===== config.mk =====
export PLATFORM = sky130hd
export DESIGN_NAME = mem_access_ctrl
export DESIGN_NICKNAME = d
export VERILOG_FILES = /design/src/rtl/mem_ctrl_pkg.sv /design/src/rtl/mem_timeout_ctr.sv /design/src/rtl/mem_access_ctrl.sv
export SDC_FILE = /design/constraint.sdc
export NUM_CORES = 1
export LEC_CHECK = 0
export ABC_AREA = 0
export CAP_MARGIN = 0
export CORE_ASPECT_RATIO = 2
export CORE_MARGIN = 2
export CORE_UTILIZATION = 36
export DETAILED_ROUTE_END_ITERATION = 6
export GPL_TIMING_DRIVEN = 0
export PLACE_DENSITY = 0.83
export SKIP_LAST_GASP = 1
export SLEW_MARGIN = 20
export SYNTH_ARGS = -nofsm -noshare
export SYNTH_HDL_FRONTEND = slang
export SYNTH_SLANG_ARGS = --single-unit

===== constraint.sdc =====
create_clock -name clk -period 3.3 [get_ports clk]
set_input_delay 0.66 -clock clk [delete_from_list [all_inputs] [get_ports clk]]
set_output_delay 0.66 -clock clk [all_outputs]
set_load 0.02 [all_outputs]

===== src/rtl/mem_ctrl_pkg.sv =====
// Shared types and constants for the M-stage data-memory access controller.
package mem_ctrl_pkg;

    typedef enum logic [1:0] {IDLE, BUSY, DONE} mem_state_t;

    localparam logic [1:0] RESULTSRC_LOAD = 2'b01;

endpackage


===== src/rtl/mem_timeout_ctr.sv =====
// Saturating BUSY-cycle counter; expired flags the last allowed wait cycle.
module mem_timeout_ctr #(
    parameter int unsigned TIMEOUT_CYCLES = 16
) (
    input  logic clk,
    input  logic reset,
    input  logic clr,
    input  logic en,
    output logic expired
);

    localparam int unsigned CW = $clog2(TIMEOUT_CYCLES);
    localparam logic [CW-1:0] LAST = CW'(TIMEOUT_CYCLES - 1);

    logic [CW-1:0] count_q, count_d;

    // Holds at LAST so a long BUSY never wraps back into a fresh window.
    always_comb begin
        count_d = count_q;
        if (clr) begin
            count_d = '0;
        end else if (en && (count_q != LAST)) begin
            count_d = count_q + 1'b1;
        end
    end

    always_ff @(posedge clk or posedge reset) begin
        if (reset) begin
            count_q <= '0;
        end else begin
            count_q <= count_d;
        end
    end

    assign expired = en && (count_q == LAST);

endmodule


===== src/rtl/mem_access_ctrl.sv =====
// Sequences the EX/MEM instruction's data-memory access over a req/ack port,
// stalling the pipeline until completion and capturing load data.
module mem_access_ctrl
    import mem_ctrl_pkg::*;
#(
    parameter int unsigned word_width     = 32,
    parameter int unsigned TIMEOUT_CYCLES = 16
) (
    input  logic                  clk,
    input  logic                  reset,
    input  logic                  RegWriteM,
    input  logic [1:0]            ResultSrcM,
    input  logic                  MemWriteM,
    input  logic [word_width-1:0] ALUResultM,
    input  logic [word_width-1:0] WriteDataM,
    output logic                  mem_req,
    output logic                  mem_we,
    output logic [word_width-1:0] mem_addr,
    output logic [word_width-1:0] mem_wdata,
    input  logic                  mem_ack,
    input  logic [word_width-1:0] mem_rdata,
    output logic                  StallM,
    output logic [word_width-1:0] ReadDataM,
    output logic                  MisalignM,
    output logic                  BusErrM
);

    mem_state_t state_q, state_d;

    logic                  mem_req_q, mem_req_d;
    logic                  mem_we_q, mem_we_d;
    logic [word_width-1:0] mem_addr_q, mem_addr_d;
    logic [word_width-1:0] mem_wdata_q, mem_wdata_d;
    logic [word_width-1:0] read_data_q, read_data_d;

    logic access, misaligned, launch, expired;
    logic stall, misalign, bus_err;

    // RegWriteM is carried for load-use detection elsewhere and does not gate access.
    logic unused_regwrite;
    assign unused_regwrite = RegWriteM;

    assign access     = MemWriteM | (ResultSrcM == RESULTSRC_LOAD);
    assign misaligned = (ALUResultM[1:0] != 2'b00);
    assign launch     = (state_q == IDLE) && access && !misaligned;

    mem_timeout_ctr #(
        .TIMEOUT_CYCLES(TIMEOUT_CYCLES)
    ) u_timeout (
        .clk    (clk),
        .reset  (reset),
        .clr    (launch),
        .en     (state_q == BUSY),
        .expired(expired)
    );

    always_comb begin
        state_d     = state_q;
        mem_req_d   = mem_req_q;
        mem_we_d    = mem_we_q;
        mem_addr_d  = mem_addr_q;
        mem_wdata_d = mem_wdata_q;
        read_data_d = read_data_q;
        stall       = 1'b0;
        misalign    = 1'b0;
        bus_err     = 1'b0;

        case (state_q)
            IDLE: begin
                if (access) begin
                    if (misaligned) begin
                        misalign = 1'b1;
                    end else begin
                        stall       = 1'b1;
                        state_d     = BUSY;
                        mem_req_d   = 1'b1;
                        mem_we_d    = MemWriteM;
                        mem_addr_d  = ALUResultM;
                        mem_wdata_d = WriteDataM;
                    end
                end
            end
            BUSY: begin
                stall = 1'b1;
                // A late ack on the final window cycle still completes normally.
                if (mem_ack) begin
                    mem_req_d = 1'b0;
                    state_d   = DONE;
                    if (!mem_we_q) begin
                        read_data_d = mem_rdata;
                    end
                end else if (expired) begin
                    bus_err     = 1'b1;
                    mem_req_d   = 1'b0;
                    read_data_d = '0;
                    state_d     = DONE;
                end
            end
            DONE: begin
                state_d = IDLE;
            end
            default: begin
                state_d = IDLE;
            end
        endcase
    end

    always_ff @(posedge clk or posedge reset) begin
        if (reset) begin
            state_q     <= IDLE;
            mem_req_q   <= 1'b0;
            mem_we_q    <= 1'b0;
            mem_addr_q  <= '0;
            mem_wdata_q <= '0;
            read_data_q <= '0;
        end else begin
            state_q     <= state_d;
            mem_req_q   <= mem_req_d;
            mem_we_q    <= mem_we_d;
            mem_addr_q  <= mem_addr_d;
            mem_wdata_q <= mem_wdata_d;
            read_data_q <= read_data_d;
        end
    end

    // Combinational flags are forced low while reset is held, even if M still presents an access.
    assign StallM    = stall & ~reset;
    assign MisalignM = misalign & ~reset;
    assign BusErrM   = bus_err & ~reset;

    assign mem_req   = mem_req_q;
    assign mem_we    = mem_we_q;
    assign mem_addr  = mem_addr_q;
    assign mem_wdata = mem_wdata_q;
    assign ReadDataM = read_data_q;

endmodule

# [Word-level counts from Yosys, hierarchy flattened]
# Cells that the tools add are included.
[totals] register_bits=104 latchBits=0 ramBits=0 mem_bits_ro=0 input_bits=103 output_inout_bits=101 mem_count=0
[classes] addsub=1 multipliers=0 n_div=0 magnitude_cmp=0 n_eq_ne=8 shift=0 n_mux=24 n_bitwise=6 n_reduce_logical=14
[ops] op="two-way mux 32 bit" count=3
[ops] op="two-way mux 1 bit" count=12
[ops] op="AND reduction 3 bit" count=3
[ops] op="two-way mux 2 bit" count=4
[ops] op="two-way mux 4 bit" count=2
[ops] op="nonzero test 2 bit" count=4
[ops] op="!= test 2 bit, second input constant" count=3
[ops] op="adder 4 x 1 -> 4 bit, second input constant" count=1
[ops] op="equality test 2 x 1 -> 1 bit, second input constant" count=2
[ops] op="equality test 4 bit, second input constant" count=1
[ops] op="logical AND 1 bit" count=4
[ops] op="!= test 4 bit, second input constant" count=1
[ops] op="case mux 1 bit (2 select lines)" count=2
[ops] op="case mux 2 bit (2 select lines)" count=1
[ops] op="AND reduction 4 bit" count=1
[ops] op="bitwise AND 1 bit" count=3
[ops] op="!= test 3 bit, second input constant" count=1
[ops] op="logical NOT 2 bit" count=1
[ops] op="inverter 1 bit" count=2
[ops] op="logical NOT 1 bit" count=1
[ops] op="bitwise OR 1 bit" count=1

# [Depth between registers and ports, before layout]
# Gate-level depths: netlist of run 1.
[depth] depth_word=6 ltp_mapped=6

# [Cells and area by module]
# From an unflattened synthesis of run 1, not the netlist that was laid out.
[hier_totals] hier_cells=317 hier_area_um2=4287.9
[modules_own_cells] module="mem_access_ctrl" n_inst=1 cells_each=294 area_each_um2=4053.9 seq_area_each_um2=2502.4
[modules_own_cells] module="mem_timeout_ctr" n_inst=1 cells_each=23 area_each_um2=234.0 seq_area_each_um2=100.1

# [Worst setup path after synthesis of run 1]
# No wires, ideal clock.
[synth_timing] kind="input-to-output" from="in ALUResultM[1]" to="out StallM" t_arrival_ns=1.629 path_slack_ns=1.011 stages=5 path_buffers=2 cell_sequence="nor4_4 > o21a_4 > buf_8 > buf_6 > o21a_1"
[synth_between] elab_chain_len=5
[synth_lines] item="start, declared" line_no="mem_access_ctrl.sv:14" source="input logic [word_width-1:0] ALUResultM,"
[synth_lines] item="nonzero test 2 bit" line_no="mem_access_ctrl.sv:44" source="assign misaligned = (ALUResultM[1:0] != 2'b00);"
[synth_lines] item="two-way mux 1 bit" line_no="mem_access_ctrl.sv:71" source="if (misaligned) begin"
[synth_lines] item="two-way mux 1 bit" line_no="mem_access_ctrl.sv:70" source="if (access) begin"
[synth_lines] item="case mux 1 bit (2 select lines)" line_no="mem_access_ctrl.sv:68" source="case (state_q)"
[synth_lines] item="bitwise AND 1 bit" line_no="mem_access_ctrl.sv:127" source="assign StallM = stall & ~reset;"
[synth_lines] item="end, declared" line_no="mem_access_ctrl.sv:22" source="output logic StallM,"
# Every way passes these cells.

# [Final worst setup path of run 1]
# Ends and elaborated chain as after synthesis.

==> summary.txt, run 1 <==
Clocking
  – H-tree depth: 3
  – Clock Sinks: approximately 100
  – Setup bufs post-CTS: 0
  – CTS Buf Count: 9
  – CTS Buffer Depth: 2
  – Clk_lat worst skew: 0.33 ns
  – CTS clk-pin slew, worst paths: 0.07 ns
  – Root Buffer: clkbuf_16
  – TritonCTS clock tree: built

Detailed routing
  – Antenna Nets Post-Route: 0
  – DRC viols: 0
  – Vias/cell: about 4.8
  – DRT iter0 DRCs: between 60 and 70
  – Vias: 2937
  – First drt pass iteration count: 4
  – Final WL: ~11 mm
  – WL per Instance: 17.57 µm

Placed design
  – HPWL after DPL: approximately 8.4 mm
  – Placer Congestion: approximately 0.79
  – Dpl ws: -0.1497 ns
  – Dpl cells: around 600
  – Port Buf Inserts: 202

Power and ir drop
  – Leak: around 2.8 nW
  – Part of the power in registers: between 30% and 40%
  – Clock power frac: a little under a quarter
  – Switching power: between 1.5 and 2 mW
  – Combinational share of power: between 30% and 40%
  – VDD IR-drop max: between 400 and 500 µV
  – Overall power: 5.189 mW
  – Internal power: 3.610 mW
  – PwrDens: around 780 nW/µm²
  – Sw frac: between 30% and 40%

STA
  – Max-slew violation count: 0
  – Setup_tns: 0 ns
  – Worst slew margin: 69.69%
  – Worst clock skew: a little over 0.007 ns
  – Setup ws final: 0.1625 ns
  – Min Clock Period, post-route: 3.138 ns
  – Fin. Hold Viols: 0
  – Worst Max-Slew Pin Slew: 0.4499 ns
  – FMAX: between 0.3 and 0.4 GHz
  – Unrepaired setup endpoints after global routing: no
  – Tcrit/Tclk final: 95.08%
  – Setup violators final: 0

Worst setup path
  – Critical path data arrival time: roughly 2.5 ns
  – Max stage delay on crit path: around 0.46 ns
  – CP cell instances: clkdlybuf4s50_1, nor4_4, o21a_4, buf_8, buf_6, o21a_1, dlygate4sd2_1
  – Crit-path max FO: 10
  – Setup CP Type: input port to output pin
  – Worst Path Required: between 2 and 3 ns
  – Slowest CP cell: clkdlybuf4s50_1
  – CP endpoint kind: output pin
  – Worst Path Buf+Inv: 4
  – Top delay family on crit path: buffers and inverters
  – Startpoint Class: input port

Logic synthesis
  – Avg Inst Size Synth: approximately 16 µm²
  – Ys flop type: dfrtp_1
  – Cells after Synth: approximately 250
  – Synthesis-stage register bit count: 104
  – Mapped Nets: 356
  – Sequential area share after synthesis: between 60% and 70%
  – Number of synthesized flops with an enable pin: 0
  – Post-synth top cells: dfrtp_1 (104), mux2_2 (48), a22o_1 (33), mux2_4 (10), buf_2 (7)
  – Count of cell types in the netlist: 33
  – Yosys warning count: 0
  – Yosys top cell area share: between 60% and 70%
  – Mapped cell area: between 4000 and 5000 µm²
  – Count leader, synth: dfrtp_1
  – Post-synth ARST share: 100.0%
  – Top cells by area, synth: dfrtp_1 (65%), mux2_2 (13%), a22o_1 (7.2%)
  – Synth area leader: dfrtp_1

GRT
  – Vias in the first global route: between 3000 and 4000
  – Largest net degree at the start of global routing: 37
  – Initial antenna violation count: 0
  – Global-route wire length before repair: ~17 mm
  – GRT Total Usage: between 10% and 20%
  – GRT overflow: 0

Die
  – DIE AREA: 12060 µm²
  – Initial Util: between 30 and 40%
  – Die Wd: between 70 and 80 µm
  – # rows: 54
  – Number of top-level pins: between 200 and 250
  – CORE AREA: 10880 µm²
  – Die Span Y: 153.3 µm

Run
  – Max cap viols: 0

Finish
  – Final core occ: between 60% and 70%
  – Ant. Diodes: 0
  – P&R area growth vs syn: 64.92%
  – Layout Nets: ~570
  – Share of cells above drive strength 1: about 20%
  – Layout Cells excl Fill: 610

Outcome
  – Status: finished clean

Min path
  – Hold Path Class: flip-flop to flip-flop
==> state kept, by name (all words and copies together), names as in the netlist <==
signal / cells
mem_addr: 32
mem_req: 1
state_q: 2
mem_we: 1
mem_wdata: 32
ReadDataM: 32
u_timeout.count_q: 4
==> metrics by stage <==
step / hold slack, ns / instance area, µm²
after floorplan: 0.5374 / 4016
after global routing: 0.5133 / 6618
after CTS: 0.4982 / 6618
final: 0.4927 / 6618
after global placement: 0.4612 / 6213
after detailed placement: 0.4797 / 6274
==> per-layer routing <==
metal  share of wire, %  vias up  global-route usage [%]
met4                3.8        0                   8.855
met2                 55      137                   32.97
met5                  0        -                       0
li1                   -     1352                       -
met1                 35     1418                   18.30
met3                6.1       30                   4.486
==> cells by family after synthesis <==
kind of cell | synth area share [%]
adders and majority gates | 0.3118
buffers and inverters | 3.149
DFF | 64.86
muxes | 18.33
AOI/OAI and AO/OA | 10.10
and+or+nand+nor | 3.243
==> cell usage in the layout (no fill, tap or decap), types with 7 or more instances in the layout <==
| cell | Yosys | routed |
|---|---|---|
| a22o_1 | 33 | 33 |
| buf_2 | 7 | 7 |
| clkbuf_16 | 0 | 9 |
| clkdlybuf4s50_1 | 0 | 201 |
| dfrtp_1 | 104 | 104 |
| mux2_2 | 48 | 48 |
| mux2_4 | 10 | 10 |
==> worst paths after layout <==
path / startpoint / to / slack (ns) / cells after the start
worst max-delay path: ALUResultM[1] / StallM / 0.16 / 7
worst min-delay path: mem_addr[30] / mem_addr[30] / 0.49 / 1
worst max register to register: u_timeout.count_q[0] / ReadDataM[15] / 1.53 / 6
worst min register to register: mem_addr[30] / mem_addr[30] / 0.49 / 1
max in group asynchronous: reset / mem_wdata[18] / 1.88 / 4
min in group asynchronous: reset / ReadDataM[4] / 0.75 / 2
==> power groups by stage <==
stage | Clock (mW) | Combinational (mW) | Sequential, mW
floorplan | 0 | 0.474 | 2.42
global placement | 0 | 2.01 | 1.92
detailed placement | 0 | 2.05 | 1.94
CTS | 1.27 | 2.06 | 1.92
global route | 1.33 | 2.14 | 1.97
finish | 1.23 | 2.03 | 1.92
==> layout make-up <==
class                   instances  area, µm²
repair buffers                205       2081
clock buffers                   9      225.2
flip-flops and latches        104       2603
clock inverters                 4      120.1
well taps                     140      175.2
fillers                       837       4260
inverters                       3      15.01
plain buffers                  15      115.1
multi-input cells             130       1284
==> what timing repair did <==
action                                  4_1_cts  5_1_grt
resized for setup                             1        0
hold buffers                                  0        0
endpoints found under the setup margin        1        0
Note: power is estimated with default switching activity, not from simulation.
==> run 2, diff against run 1 <==
GPL_TIMING_DRIVEN = 1   (was 0)
==> summary.txt, run 2 (same netlist as run 1, synthesis figures left out) <==
STA
  – Min Clock Period, post-route: 3.057 ns
  – Worst slew margin: about 42%
  – Fin. Hold Viols: 0
  – Max-slew violation count: 0
  – Setup violators final: 0
  – FMAX: around 0.33 GHz
  – Setup ws final: around 0.24 ns
  – Worst Max-Slew Pin Slew: between 0.8 and 0.9 ns
  – Tcrit/Tclk final: between 90% and 100%
  – Unrepaired setup endpoints after global routing: no
  – Worst clock skew: around 0.01 ns
  – Setup_tns: 0 ns

Placed design
  – Dpl ws: about 0.23 ns
  – Dpl cells: 582
  – Port Buf Inserts: slightly above 200
  – DP Area: just over 6000 µm²
  – HPWL after DPL: 7.909 mm
  – Placer Congestion: 0.7390

Clocking
  – H-tree depth: 3
  – Root Buffer: clkbuf_16
  – CTS clk-pin slew, worst paths: 0.07 ns
  – Clk_lat worst skew: between 0.3 and 0.4 ns
  – CTS Hold Bufs: 0
  – TritonCTS clock tree: built
  – Post_cts resized: 0
  – Setup bufs post-CTS: 0
  – CTS Buffer Depth: 2
  – Clock Sinks: ~100
  – CTS Buf Count: 9

GRT
  – Met1 Use GR: 17.63%
  – Vias in the first global route: 3137
  – Initial antenna violation count: 0
  – Largest net degree at the start of global routing: 87
  – GRT Total Usage: 17.60%
  – GR peak layer: met2
  – GRT met3 Usage: under 10%
  – GRT overflow: 0
  – GR Util met2: roughly 34%
  – Global-route wire length before repair: around 16 mm

Worst setup path
  – CP endpoint kind: output pin
  – Worst Setup SP: ALUResultM[1]
  – Crit-path max FO: 3
  – Critical path data arrival time: roughly 2.4 ns
  – Setup CP Type: input port to output pin
  – Startpoint Class: input port
  – Worst Path Required: ~2.6 ns
  – Worst r2r src: u_timeout.count_q[0]

Finish
  – P&R area growth vs syn: 60.18%
  – Fin area: approximately 6400 µm²
  – FILL cells: 841
  – Most frequent cells in the layout: clkdlybuf4s50_1 (202), dfrtp_1 (104), mux2_2 (48)
  – Final core occ: about three fifths
  – Share of cells above drive strength 1: between 10% and 20%
  – Layout Cells excl Fill: ~600
  – Layout Nets: ~560
  – Ant. Diodes: 0
  – Commonest non-fill, non-tap cell in the layout: clkdlybuf4s50_1

Detailed routing
  – Antenna Nets Post-Route: 0
  – WL per Instance: roughly 18 µm
  – DRT iter0 DRCs: 86
  – Final WL: ~11 mm
  – Vias: ~2900
  – First drt pass iteration count: 4
  – Vias/cell: slightly below 5
  – DRC viols: 0

Outcome
  – Status: finished clean

Min path
  – Hold Path Origin: mem_req
  – Hold Path Class: flip-flop to flip-flop

Power and ir drop
  – VDD IR-drop max: 320.5 µV
  – Leak: roughly 2.7 nW
  – PwrDens: about 760 nW/µm²

Die
  – Die Wd: a little under 80 µm
  – DIE AREA: 12060 µm²
  – Initial Util: between 30% and 40%
  – Number of top-level pins: between 200 and 250
  – Die Span Y: approximately 150 µm
  – # rows: between 50 and 60
  – CORE AREA: between 10000 and 15000 µm²

Run
  – Max cap viols: 0
==> run 2: cell types whose count changed in the layout (fill, tap and decap cells not counted), sizes merged <==
| cell | change |
|---|---|
| buf | -14 |
| bufinv | -4 |
| clkbuf | +1 |
| clkdlybuf4s50 | +1 |
| clkinv | +2 |
| clkinvlp | +1 |
| dlygate4sd2 | -1 |
| inv | +1 |
==> run 2: final cells by class <==
class / count / area [µm²] / area share, %
clock buffers: 11 / 242.7 / 3.777
clock inverters: 4 / 30.03 / 0.4672
inverters: 3 / 15.01 / 0.2336
multi-input cells: 130 / 1292 / 20.11
flip-flops and latches: 104 / 2603 / 40.49
well taps: 140 / 175.2 / 2.725
repair buffers: 205 / 2069 / 32.20
==> run 2: worst paths after layout <==
path / to / slack [ns] / depth (start not counted)
worst max register to register: ReadDataM[15] / 1.33 / 4
worst min register to register: mem_req / 0.48 / 1
worst min-delay path: mem_req / 0.48 / 1
max in group asynchronous: mem_wdata[17] / 1.75 / 3
min in group asynchronous: ReadDataM[4] / 0.78 / 2
worst max-delay path: StallM / 0.24 / 5
==> run 2: power by group <==
group | switching (mW) | internal (mW)
Combinational | 0.912 | 1.10
Clock | 0.445 | 0.531
Sequential | 0.236 | 1.69
Total | 1.59 | 3.32
==> run 2: metal layers <==
metal  share of wire [%]  vias to the layer above
met3                 6.5                       19
li1                    -                     1324
met1                  34                     1448
met4                 2.8                        0
met5                   0                        -
met2                  56                      132
==> run 2: through the flow <==
stage	power [mW]	hold WS [ns]
floorplan	2.892	0.5374
global placement	3.912	0.4606
detailed placement	3.975	0.4696
CTS	4.971	0.4861
global route	5.157	0.5103
finish	4.914	0.4812
==> run 2: worst max-delay path, stage by stage <==
cell	delay [ns]
clkdlybuf4s50_1	0.47
nor4_4	0.36
o21a_4	0.20
o21a_1	0.11
clkdlybuf4s50_1	0.59
==> run 3, diff against run 2 <==
CORE_MARGIN = not set   (was 2)
==> summary.txt, run 3 (same netlist as run 1, synthesis figures left out) <==
Outcome
  – Status: finished clean

Clocking
  – CTS clk-pin slew, worst paths: roughly 0.07 ns
  – CTS Hold Bufs: 0
  – Clk_lat worst skew: around 0.34 ns
  – Root Buffer: clkbuf_16
  – CTS Buf Count: 9
  – TritonCTS clock tree: built
  – Clock Sinks: between 100 and 150
  – Setup bufs post-CTS: 0
  – CTS Buffer Depth: 2
  – H-tree depth: 3
  – Post_cts resized: 0

Power and ir drop
  – Leak: 2.728 nW
  – PwrDens: 770.3 nW/µm²
  – VDD IR-drop max: approximately 410 µV
  – Overall power: roughly 5 mW

Worst setup path
  – Worst r2r src: state_q[0]
  – Critical path data arrival time: approximately 2.4 ns
  – Startpoint Class: input port
  – R2R depth: 4
  – Crit-path max FO: 3
  – Register-to-Register Setup Slack: approximately 1.1 ns
  – Setup CP Type: input port to output pin
  – Worst Path Required: 2.64 ns
  – CP endpoint kind: output pin
  – Worst reg2reg path endpoint: mem_wdata[17]

GRT
  – Vias in the first global route: about 3200
  – Global-route wire length before repair: between 15 and 20 mm
  – GRT Total Usage: 17.75%
  – Largest net degree at the start of global routing: 68
  – Initial antenna violation count: 0
  – GRT overflow: 0

STA
  – Setup violators final: 0
  – Worst clock skew: around 0.011 ns
  – Unrepaired setup endpoints after global routing: no
  – Fin. Hold Viols: 0
  – Worst slew margin: between 30% and 40%
  – FMAX: between 0.3 and 0.4 GHz
  – Min Clock Period, post-route: between 3 and 4 ns
  – Tcrit/Tclk final: around nine tenths
  – Worst Max-Slew Pin Slew: 0.9127 ns
  – Max-slew violation count: 0
  – Setup_tns: 0 ns
  – WHS: around 0.48 ns
  – Setup ws final: ~0.26 ns

Die
  – CORE AREA: between 10000 and 15000 µm²
  – DIE AREA: about 12000 µm²
  – Die Span Y: 151.3 µm
  – Initial Util: between 30% and 40%
  – # rows: 54
  – Number of top-level pins: approximately 200
  – Die Wd: roughly 77 µm

Placed design
  – Dpl ws: ~0.26 ns
  – Placer Congestion: around 0.76
  – Port Buf Inserts: around 200
  – DP Area: a little over 6000 µm²
  – Dpl cells: 583
  – HPWL after DPL: about 7.4 mm

Finish
  – Final core occ: about 59%
  – Share of cells above drive strength 1: between 10% and 20%
  – P&R area growth vs syn: 60.52%
  – Most frequent cells in the layout: clkdlybuf4s50_1 (202), dfrtp_1 (104), mux2_2 (48)
  – Commonest non-fill, non-tap cell in the layout: clkdlybuf4s50_1
  – Layout Cells excl Fill: ~600
  – Fin area: about 6400 µm²
  – Layout Nets: roughly 560
  – Ant. Diodes: 0

Detailed routing
  – Antenna Nets Post-Route: 0
  – DRC viols: 0
  – Vias/cell: between 4 and 5
  – Vias: 2901
  – WL per Instance: approximately 17 µm
  – DRT iter0 DRCs: 77
  – First drt pass iteration count: 4
  – Final WL: 10.00 mm

Min path
  – Worst Hold Depth: 1
  – Hold Path Origin: mem_req
  – Hold endpoint: mem_req
  – Hold Path Class: flip-flop to flip-flop

Run
  – Max cap viols: 0
## run 3: worst max-delay path, cell delays in order
cell and delay, ns:
clkdlybuf4s50_1 0.46, nor4_4 0.34, o21a_4 0.18, o21a_1 0.10
clkdlybuf4s50_1 0.63
## run 3: how the worst max path moves through the flow
stage / start / to / slack (ns) / depth (start not counted)
6_report: ALUResultM[1] / StallM / 0.26 / 5
3_3_place_gp: ALUResultM[1] / StallM / 0.27 / 5
3_5_place_dp: ALUResultM[1] / StallM / 0.26 / 5
5_1_grt: ALUResultM[1] / StallM / 0.20 / 5
4_1_cts: ALUResultM[1] / StallM / 0.26 / 5
2_1_floorplan: ALUResultM[1] / StallM / 1.01 / 5
## run 3: layout make-up
type	count	area [µm²]
multi-input cells	130	1292
flip-flops and latches	104	2603
fillers	864	4437
repair buffers	206	2064
inverters	3	15.01
well taps	140	175.2
clock buffers	12	256.5
clock inverters	4	35.03
## run 3: power by group
part	leakage, nW	total [mW]	switching, mW	internal [mW]
sequential	1.28	1.92	0.231	1.69
clock	0.144	1.03	0.468	0.563
combinational	1.31	2.01	0.909	1.10
total	2.73	4.96	1.61	3.35
## run 3: layer usage
metal / up-vias / track usage (%) / routed length [µm]
met5: - / 0 / 0
met4: 0 / 7.019 / 188
met3: 16 / 6.084 / 696
met2: 140 / 31.40 / 5474
met1: 1418 / 19.37 / 3642
li1: 1327 / - / -
